[config.mk]
export PLATFORM = sky130hd
export DESIGN_NAME = reg_wb_arbiter
export DESIGN_NICKNAME = d
export VERILOG_FILES = /design/src/rtl/reg_wb_arbiter.sv
export SDC_FILE = /design/constraint.sdc
export NUM_CORES = 1
export LEC_CHECK = 0
export ABC_AREA = 0
export BUFFER_PORTS_ARGS = -buffer_cell sky130_fd_sc_hd__buf_2
export CORE_MARGIN = 2
export CORE_UTILIZATION = 30
export DETAILED_ROUTE_END_ITERATION = 8
export PLACE_DENSITY_LB_ADDON = 0.25
export SYNTH_ARGS = -nofsm -noshare
export SYNTH_HDL_FRONTEND = slang
export SYNTH_SLANG_ARGS = --single-unit
[constraint.sdc]
create_clock -name clk -period 3.7 [get_ports clk]
set_input_delay 0 -clock clk [delete_from_list [all_inputs] [get_ports clk]]
set_output_delay 0 -clock clk [all_outputs]
set_load 0.1 [all_outputs]
[src/rtl/reg_wb_arbiter.sv]
// Two-requester register-file writeback arbiter with round-robin fairness on contention.
// Optional pending-write scoreboard is enabled by defining REG_SCOREBOARD_EN.
module reg_wb_arbiter #(
  parameter int unsigned START_PRIO = 0
) (
  input  logic        clk,
  input  logic        rst,
  input  logic        a_valid,
  input  logic [4:0]  a_rd,
  input  logic [31:0] a_data,
  output logic        a_ready,
  input  logic        b_valid,
  input  logic [4:0]  b_rd,
  input  logic [31:0] b_data,
  output logic        b_ready,
`ifdef REG_SCOREBOARD_EN
  input  logic        rsv_valid,
  input  logic [4:0]  rsv_rd,
  input  logic [4:0]  chk_rs1,
  input  logic [4:0]  chk_rs2,
  output logic        rs1_busy,
  output logic        rs2_busy,
`endif
  output logic        RegWrite,
  output logic [4:0]  rd_addr,
  output logic [31:0] rd_data
);

  localparam int unsigned REG_W  = 5;
  localparam int unsigned DATA_W = 32;
  localparam int unsigned NREG   = 32;

  // last_b = 1 means B holds the most recent grant, so A wins the next contention
  logic last_b;
  logic a_grant_c;
  logic b_grant_c;

  always_comb begin
    a_grant_c = 1'b0;
    b_grant_c = 1'b0;
    if (!rst) begin
      if (a_valid && (!b_valid || last_b)) begin
        a_grant_c = 1'b1;
      end else if (b_valid) begin
        b_grant_c = 1'b1;
      end
    end
  end

  assign a_ready = a_grant_c;
  assign b_ready = b_grant_c;

  // Writeback register stage; writes to x0 are accepted but never enabled
  always_ff @(posedge clk) begin
    if (rst) begin
      RegWrite <= 1'b0;
      rd_addr  <= REG_W'(0);
      rd_data  <= DATA_W'(0);
      last_b   <= 1'(START_PRIO == 0);
    end else begin
      RegWrite <= 1'b0;
      if (a_grant_c) begin
        RegWrite <= (a_rd != REG_W'(0));
        rd_addr  <= a_rd;
        rd_data  <= a_data;
        last_b   <= 1'b0;
      end else if (b_grant_c) begin
        RegWrite <= (b_rd != REG_W'(0));
        rd_addr  <= b_rd;
        rd_data  <= b_data;
        last_b   <= 1'b1;
      end
    end
  end

`ifdef REG_SCOREBOARD_EN
  logic [NREG-1:0] pending;
  logic [NREG-1:0] set_c;
  logic [NREG-1:0] clr_c;

  always_comb begin
    set_c = NREG'(0);
    clr_c = NREG'(0);
    if (rsv_valid && (rsv_rd != REG_W'(0))) begin
      set_c = NREG'(1) << rsv_rd;
    end
    if (RegWrite) begin
      clr_c = NREG'(1) << rd_addr;
    end
  end

  // Set wins over clear so a re-reservation in the retire cycle stays pending
  always_ff @(posedge clk) begin
    if (rst) begin
      pending <= NREG'(0);
    end else begin
      pending <= (pending & ~clr_c) | set_c;
    end
  end

  assign rs1_busy = (chk_rs1 != REG_W'(0)) && pending[chk_rs1];
  assign rs2_busy = (chk_rs2 != REG_W'(0)) && pending[chk_rs2];
`endif

endmodule

==> results of run 1 <==
==> state kept, by name (all words and copies together), names as in the netlist <==
signal and count:
rd_data 32, rd_addr 5, RegWrite 1, last_b 1
==> cell usage in the layout, fill, tap and decap left out <==
cell type and instances:
inv_1 37, nor3_1 2, nand2_1 2, a221o_1 22, clkbuf_8 7, nor2_1 1
buf_4 2, clkbuf_1 1, buf_2 117, dfxtp_1 39, nand2b_2 1, dlygate4sd3_1 37
o21ai_0 1, nor3_4 1, nand3_1 1, nor2_2 1, a22o_1 1, a221o_2 15
and3b_4 1, and3b_1 1, nand2b_1 1, a2111oi_0 37
==> metal layers <==
layer  up-vias  global-route usage (%)
met5         -                       0
met2        75                    29.5
met3         6                    3.38
met4         0                    5.22
li1       1017                       -
met1       975                    20.2
==> metrics by stage <==
stage	instances	utilization, %	power [mW]	hold slack (ps)	setup slack (ps)
6_report	403	48.6	1.28	20.8	1860
5_1_grt	403	48.6	1.33	59.1	1730
4_1_cts	403	48.6	1.29	17.5	1850
3_5_place_dp	358	40.7	0.939	228	1580
3_3_place_gp	358	40.7	0.937	226	1620
2_1_floorplan	186	-	0.846	137	2150
==> area by class of cell <==
class / instances / share of cell area, %
sequential: 39 / 27.0
clock buffer: 8 / 3.46
inverter: 37 / 4.79
multi-input combinational: 88 / 28.0
timing repair buffer: 156 / 33.5
tap: 75 / 3.24
==> critical path: cells and delay by family, from the launching register on <==
kind	cells	cell delay (ps)
buf+inv	1	530
simple gates	2	660
flops	1	340
==> how the worst max path moves through the flow <==
stage / from / end / slack (ps) / cells past startpoint
final: last_b / a_ready / 1860 / 3
after CTS: last_b / a_ready / 1850 / 3
after global placement: a_valid / rd_addr[3] / 1620 / 4
after detailed placement: a_valid / rd_data[17] / 1580 / 4
after floorplan: last_b / rd_data[15] / 2150 / 4
after global routing: a_valid / rd_data[28] / 1730 / 4
==> cell families (layout without fill, tap and decap cells) <==
group           count (synthesis)  count (layout)  share of synthesized area, %
compound gates                 76              76                          39.0
buf+inv                        59             201                          14.7
simple gates                   12              12                          4.43
flops                          39              39                          41.9
==> report_power, final <==
part           leakage (nW)  total [mW]  internal, mW  switching [mW]
sequential            0.324       0.477         0.457          0.0194
combinational          1.04       0.481         0.121           0.361
clock                0.0515       0.319         0.170           0.149
total                  1.42        1.28         0.748           0.529
==> impl_metrics.yaml, run 1 <==
run_status:
  outcome: "finished clean"
yosys:
  syn_area_sq_um: 1860
  synth_cell_types: 20
  syn-mean-instance-area_sq_um: 10.0
  syn_nets: 264
  yosys.area.top_type: "dfxtp_1"
  synth_top_cell_area_share_pct: 41.9
  yosysWarnings: 0
  synth_flop_cell: "dfxtp_1"
  syn-instance-count: 186
  synth_area_leaders: "dfxtp_1 (42%), a2111oi_0 (17%), a221o_1 (12%), a221o_2 (9.1%), inv_1 (7.4%)"
  synth_edf_count: 0
  synth_seq_area_share_pct: 41.9
  synth_seq_cells: 39
  synthTopCellsByCount: "dfxtp_1 (39), a2111oi_0 (37), inv_1 (37), a221o_1 (22), a221o_2 (15)"
  async_reset_ff_share_pct: 0
  yosysMostFrequentCell: "dfxtp_1"
critical_path:
  required_ps: 3700
  reg2reg_to: "rd_data[12]"
  endpoint_kind: "output port"
  crit_path_cell_trace: "nand2b_2 > and3b_4 > buf_2"
  critical-path-slowest-cell: "and3b_4"
  r2r_cells: 4
  regToRegStartpoint: "last_b"
  cp_max_fo: 39
  ff2ff_setup_slack_ps: 2230
  cp_slowest_stage_delay_ps: 540
  worstSetupPathType: "reg2out"
  worst_ep_arrival_time_ps: 1840
  cp-start-kind: "flip-flop"
sta:
  setup-tns-final_ps: 0
  hold_violations: 0
  worst_clock_skew_ps: 5.75
  fin_crit_sh_pct: 49.8
  worst_slew_pin_slew_ps: 1240
  slew_headroom_pct: 17.4
  period_minus_slack_ps: 1840
  slew_viol_final: 0
  rsz0062_at_grt: "no"
  fmaxAchievable_mhz: 543
  finalSetupViolations: 0
clocking:
  cts_buffers: 5
  cts.hold.buffers_added: 37
  cts_tree: "built"
  insertion_delay_ps: 290
  cts_setup_buffers: 0
  htreeDepth: 2
  cts-resized-gates: 0
  path_clk_slew_ps: 80
  cts-root-buf: "clkbuf_8"
  clock-sinks: 39
  clockBufferDepth: 2
min_path:
  hold_end: "RegWrite"
  hold_path_class: "in2reg"
  hold_start: "b_rd[0]"
  min_path_cells: 4
placement:
  place_area_sq_um: 2430
  gp_congestion: 0.727
  portBuffers: 117
  dpl.hpwl_um: 3580
drt:
  wl_met1_um: 2470
  via_per_inst: 5.14
  first_pass_iters: 4
  vias: 2073
  wl_um: 5730
  drc: 0
  ant_nets: 0
  drt-wirelength-per-cell_um: 14.2
  wl_met3_um: 337
  top_layer: "met4"
  met2WireLength_um: 2850
  drt-initial-drc-count: 68
global_routing:
  antenna_found_initial: 0
  grt_usage_pct: 16.6
  grt_start_max_net_pins: 42
  grt_pass1_vias: 2069
  overflow: 0
  grt_pass1_wl_um: 9600
flow_run:
  cap_violations: 0
floorplan:
  rows: 28
  die_y_um: 82.8
  die_area_sq_um: 6860
  die_x_um: 82.8
  io_pins: 118
  start_util_pct: 31.3
  core_sq_um: 5960
final_layout:
  antenna_cells: 0
  fin_nets: 405
  nFillCells: 599
  area_delta_synth_final_pct: 55.4
  design_area_sq_um: 2900
  final_layout_size_suffix_gt1_share_pct: 44.2
  seq_area_sq_um: 781
  multi_input_area_sq_um: 812
power:
  power_density_nw_per_um2: 441
  irDropWorstVdd_mv: 0.170
  p_leak_nw: 1.42
(Power assumes the default switching activity.)
==> run 2, diff against run 1 <==
==> constraint.sdc (replaced) <==
create_clock -name clk -period 1.7 [get_ports clk]
set_input_delay 0 -clock clk [delete_from_list [all_inputs] [get_ports clk]]
set_output_delay 0 -clock clk [all_outputs]
set_load 0.1 [all_outputs]
==> impl_metrics.yaml, run 2 (synthesis results as in run 1) <==
power:
  total_power_mw: 2.91
  p_leak_nw: 1.47
  power_density_nw_per_um2: 971
  irDropWorstVdd_mv: 0.504
global_routing:
  overflow: 0
  grt_usage_pct: 16.8
  antenna_found_initial: 0
  grt_start_max_net_pins: 40
  grt_pass1_wl_um: 9630
  grt_pass1_vias: 2075
critical_path:
  ff2ff_setup_slack_ps: 110
  worst_ep_arrival_time_ps: 1770
  endpoint_kind: "flip-flop"
  cp_max_fo: 19
  cp-start-kind: "flip-flop"
  worstSetupPathType: "reg2reg"
  required_ps: 1880
drt:
  drc: 0
  via_per_inst: 5.06
  wl_um: 5940
  vias: 2081
  drt-initial-drc-count: 54
  top_layer: "met4"
  drt-wirelength-per-cell_um: 14.5
  wl_met3_um: 327
  wl_met1_um: 2690
  met2WireLength_um: 2880
  ant_nets: 0
  first_pass_iters: 4
clocking:
  cts-resized-gates: 0
  clockBufferDepth: 2
  clock-sinks: 39
  insertion_delay_ps: 290
  cts_tree: "built"
  htreeDepth: 2
  cts_buffers: 5
  cts_setup_buffers: 0
  cts-root-buf: "clkbuf_8"
  path_clk_slew_ps: 80
floorplan:
  die_x_um: 82.8
  die_area_sq_um: 6860
  core_sq_um: 5960
  io_pins: 118
  start_util_pct: 31.3
  die_y_um: 82.8
  rows: 28
final_layout:
  seq_area_sq_um: 781
  design_area_sq_um: 2990
  area_delta_synth_final_pct: 60.5
  multi_input_area_sq_um: 821
  final_layout_size_suffix_gt1_share_pct: 45.2
  antenna_cells: 0
  largest_reg_flops: 32
  stdcell_count: 411
  nFillCells: 588
  top_regs: "rd_data (32), rd_addr (5)"
  fin_nets: 413
  regMostFlops: "rd_data"
  final_common_cell: "buf_2"
  mostFrequentLayoutCells: "buf_2 (116), dfxtp_1 (39), dlygate4sd3_1 (38), inv_1 (37), a2111oi_0 (37)"
sta:
  worst_slew_pin_slew_ps: 824
  hold_violations: 0
  period_minus_slack_ps: 1590
  finalSetupViolations: 0
  worst_slack_ps: 107
  worst_clock_skew_ps: 5.57
  slew_headroom_pct: 45.0
  fin_crit_sh_pct: 93.7
  rsz0062_at_grt: "no"
  setup-tns-final_ps: 0
  fmaxAchievable_mhz: 628
  slew_viol_final: 0
placement:
  place_area_sq_um: 2490
  dpl.hpwl_um: 3880
  dp_cells: 364
  gp_congestion: 0.718
  portBuffers: 117
  dp_slack_ps: 269
min_path:
  hold_path_class: "in2reg"
flow_run:
  cap_violations: 0
run_status:
  outcome: "finished clean"
-- run 2: repair_timing --
item / 4_1_cts / 5_1_grt
endpoints found under the hold margin: 38 / 0
hold buffers: 38 / 0
setup endpoints to repair: 0 / 1
-- run 2: cell type report --
type | instances | area share, %
Inverter | 37 | 4.64
Timing Repair Buffer | 163 | 34.8
Clock inverter | 2 | 1.17
Clock buffer | 6 | 2.76
Sequential cell | 39 | 26.1
Tap cell | 75 | 3.14
Multi-Input combinational cell | 89 | 27.4
-- run 2: metal layers --
layer | up-vias | global-route usage [%]
met1 | 965 | 21.1
li1 | 1033 | -
met2 | 81 | 28.5
met5 | - | 0
met4 | 0 | 5.37
met3 | 2 | 3.88
-- run 2: path summary, 6_finish.rpt --
path,startpoint,endpoint,cells past startpoint
min reg2reg,rd_data[7],rd_data[7],1
max reg2reg,last_b,rd_data[0],3
min,b_rd[0],RegWrite,4
max,last_b,rd_data[0],3
-- run 2: metrics by stage --
step                util (%)  hold slack [ps]
global placement        41.7              229
CTS                     50.1             33.6
global route            50.3             49.6
floorplan                  -              137
detailed placement      41.7              230
finish                  50.3             45.2
-- run 2: critical path: stages (launching register included) --
cell	delay (ps)
dfxtp_1	320
nand2b_2	200
and3b_1	460
a221o_2	500
-- run 2: power by group --
| part | switching (mW) | internal [mW] | total [mW] |
|---|---|---|---|
| Sequential | 0.0423 | 0.996 | 1.04 |
| Combinational | 0.790 | 0.278 | 1.07 |
| Clock | 0.324 | 0.475 | 0.799 |
==> run 3, diff against run 2 <==
--- a/config.mk
+++ b/config.mk
@@ -10,6 +10,7 @@
 export CORE_MARGIN = 2
 export CORE_UTILIZATION = 30
 export DETAILED_ROUTE_END_ITERATION = 8
+export HOLD_SLACK_MARGIN = 0.1
 export PLACE_DENSITY_LB_ADDON = 0.25
 export SYNTH_ARGS = -nofsm -noshare
 export SYNTH_HDL_FRONTEND = slang
==> impl_metrics.yaml, run 3 (synthesis results as in run 1) <==
critical_path:
  endpoint_kind: "flip-flop"
  cp-start-kind: "primary input"
  ff2ff_setup_slack_ps: 100
  reg2reg_to: "rd_data[0]"
  r2r_cells: 3
  required_ps: 1930
  worst_ep_arrival_time_ps: 1850
  cp_slowest_stage_delay_ps: 540
  critical-path-slowest-cell: "dlygate4sd3_1"
  crit_path_cell_trace: "dlygate4sd3_1 > buf_2 > nor3_4 > buf_4 > a221o_1"
  regToRegStartpoint: "last_b"
  worstSetupPathType: "in2reg"
  cp_max_fo: 24
  endpoint: "rd_data[26]"
  cp-startpoint: "rst"
final_layout:
  final_layout_size_suffix_gt1_share_pct: 44.8
  mostFrequentLayoutCells: "buf_2 (116), dlygate4sd3_1 (41), dfxtp_1 (39), inv_1 (37), a2111oi_0 (37)"
  regMostFlops: "rd_data"
  fin_nets: 416
  top_regs: "rd_data (32), rd_addr (5)"
  area_delta_synth_final_pct: 62.1
  antenna_cells: 0
  largest_reg_flops: 32
  stdcell_count: 414
  final_common_cell: "buf_2"
clocking:
  path_clk_slew_ps: 80
  htreeDepth: 2
  cts-resized-gates: 0
  cts_tree: "built"
  clockBufferDepth: 2
  insertion_delay_ps: 280
  clock-sinks: 39
  cts_buffers: 5
  cts-root-buf: "clkbuf_8"
drt:
  ant_nets: 0
  vias: 2084
  drt-wirelength-per-cell_um: 14.4
  drt-initial-drc-count: 65
  first_pass_iters: 4
  wl_um: 5940
  via_per_inst: 5.03
  drc: 0
sta:
  slew_viol_final: 0
  finalSetupViolations: 0
  fmaxAchievable_mhz: 617
  slew_headroom_pct: 44.1
  worst_clock_skew_ps: 5.33
  period_minus_slack_ps: 1620
  setup-tns-final_ps: 0
  hold_violations: 0
  fin_crit_sh_pct: 95.3
  rsz0062_at_grt: "no"
  worst_slew_pin_slew_ps: 838
global_routing:
  grt_usage_pct: 17.0
  grt_start_max_net_pins: 40
  grt_pass1_vias: 2097
  antenna_found_initial: 0
  overflow: 0
  grt_pass1_wl_um: 9740
power:
  power_density_nw_per_um2: 962
  p_leak_nw: 1.48
  irDropWorstVdd_mv: 0.504
min_path:
  hold_path_class: "in2reg"
floorplan:
  die_y_um: 82.8
  start_util_pct: 31.3
  io_pins: 118
  rows: 28
  die_x_um: 82.8
  die_area_sq_um: 6860
  core_sq_um: 5960
run_status:
  outcome: "finished clean"
placement:
  portBuffers: 117
  gp_congestion: 0.718
  dp_cells: 364
  dpl.hpwl_um: 3880
flow_run:
  cap_violations: 0
==> run 3: worst max-delay path, delay by kind of cell <==
kind / cells / cell delay [ps]
buffers and inverters: 3 / 1090
and+or+nand+nor: 1 / 540
AOI/OAI and AO/OA: 1 / 200
==> run 3: stage by stage <==
stage | hold slack, ps | utilization, % | worst slack (ps) | instance area, sq um | power (mW)
floorplan | 137 | - | 152 | 1860 | 1.84
global placement | 229 | 41.7 | 284 | 2490 | 2.05
detailed placement | 230 | 41.7 | 269 | 2490 | 2.06
CTS | 175 | 50.6 | 84.3 | 3010 | 2.93
global route | 184 | 50.8 | 7.57 | 3020 | 3.04
finish | 193 | 50.8 | 79.7 | 3020 | 2.91
==> run 3: how the worst min path moves through the flow <==
stage | from | endpoint | slack [ps] | depth (start not counted)
2_1_floorplan | b_valid | last_b | 140 | 2
3_3_place_gp | a_data[3] | rd_data[3] | 230 | 2
3_5_place_dp | a_data[9] | rd_data[9] | 230 | 2
4_1_cts | b_data[20] | rd_data[20] | 170 | 4
5_1_grt | b_data[20] | rd_data[20] | 180 | 4
6_report | b_data[23] | rd_data[23] | 190 | 4
==> run 3: final cells by class <==
class,instances,area [sq um]
timing repair buffer,166,1070
clock inverter,2,35.0
tap,75,93.8
inverter,37,139
fill,585,2930
clock buffer,6,82.6
sequential,39,781
multi-input combinational,89,821
==> run 3: repair_timing <==
action | CTS | global route
setup endpoints to repair | 0 | 1
hold buffers | 41 | 0
hold endpoints to repair | 39 | 0
buffers inserted | 0 | 0
==> run 3: layer usage <==
layer / GRT usage (%) / routed length [um]
met5: 0 / 0
met4: 5.22 / 40
met3: 3.88 / 340
met2: 29.0 / 2910
met1: 21.3 / 2650
==> run 3: power by group <==
group | internal [mW] | switching [mW]
clock network | 0.475 | 0.322
logic | 0.282 | 0.792
registers | 0.996 | 0.0413
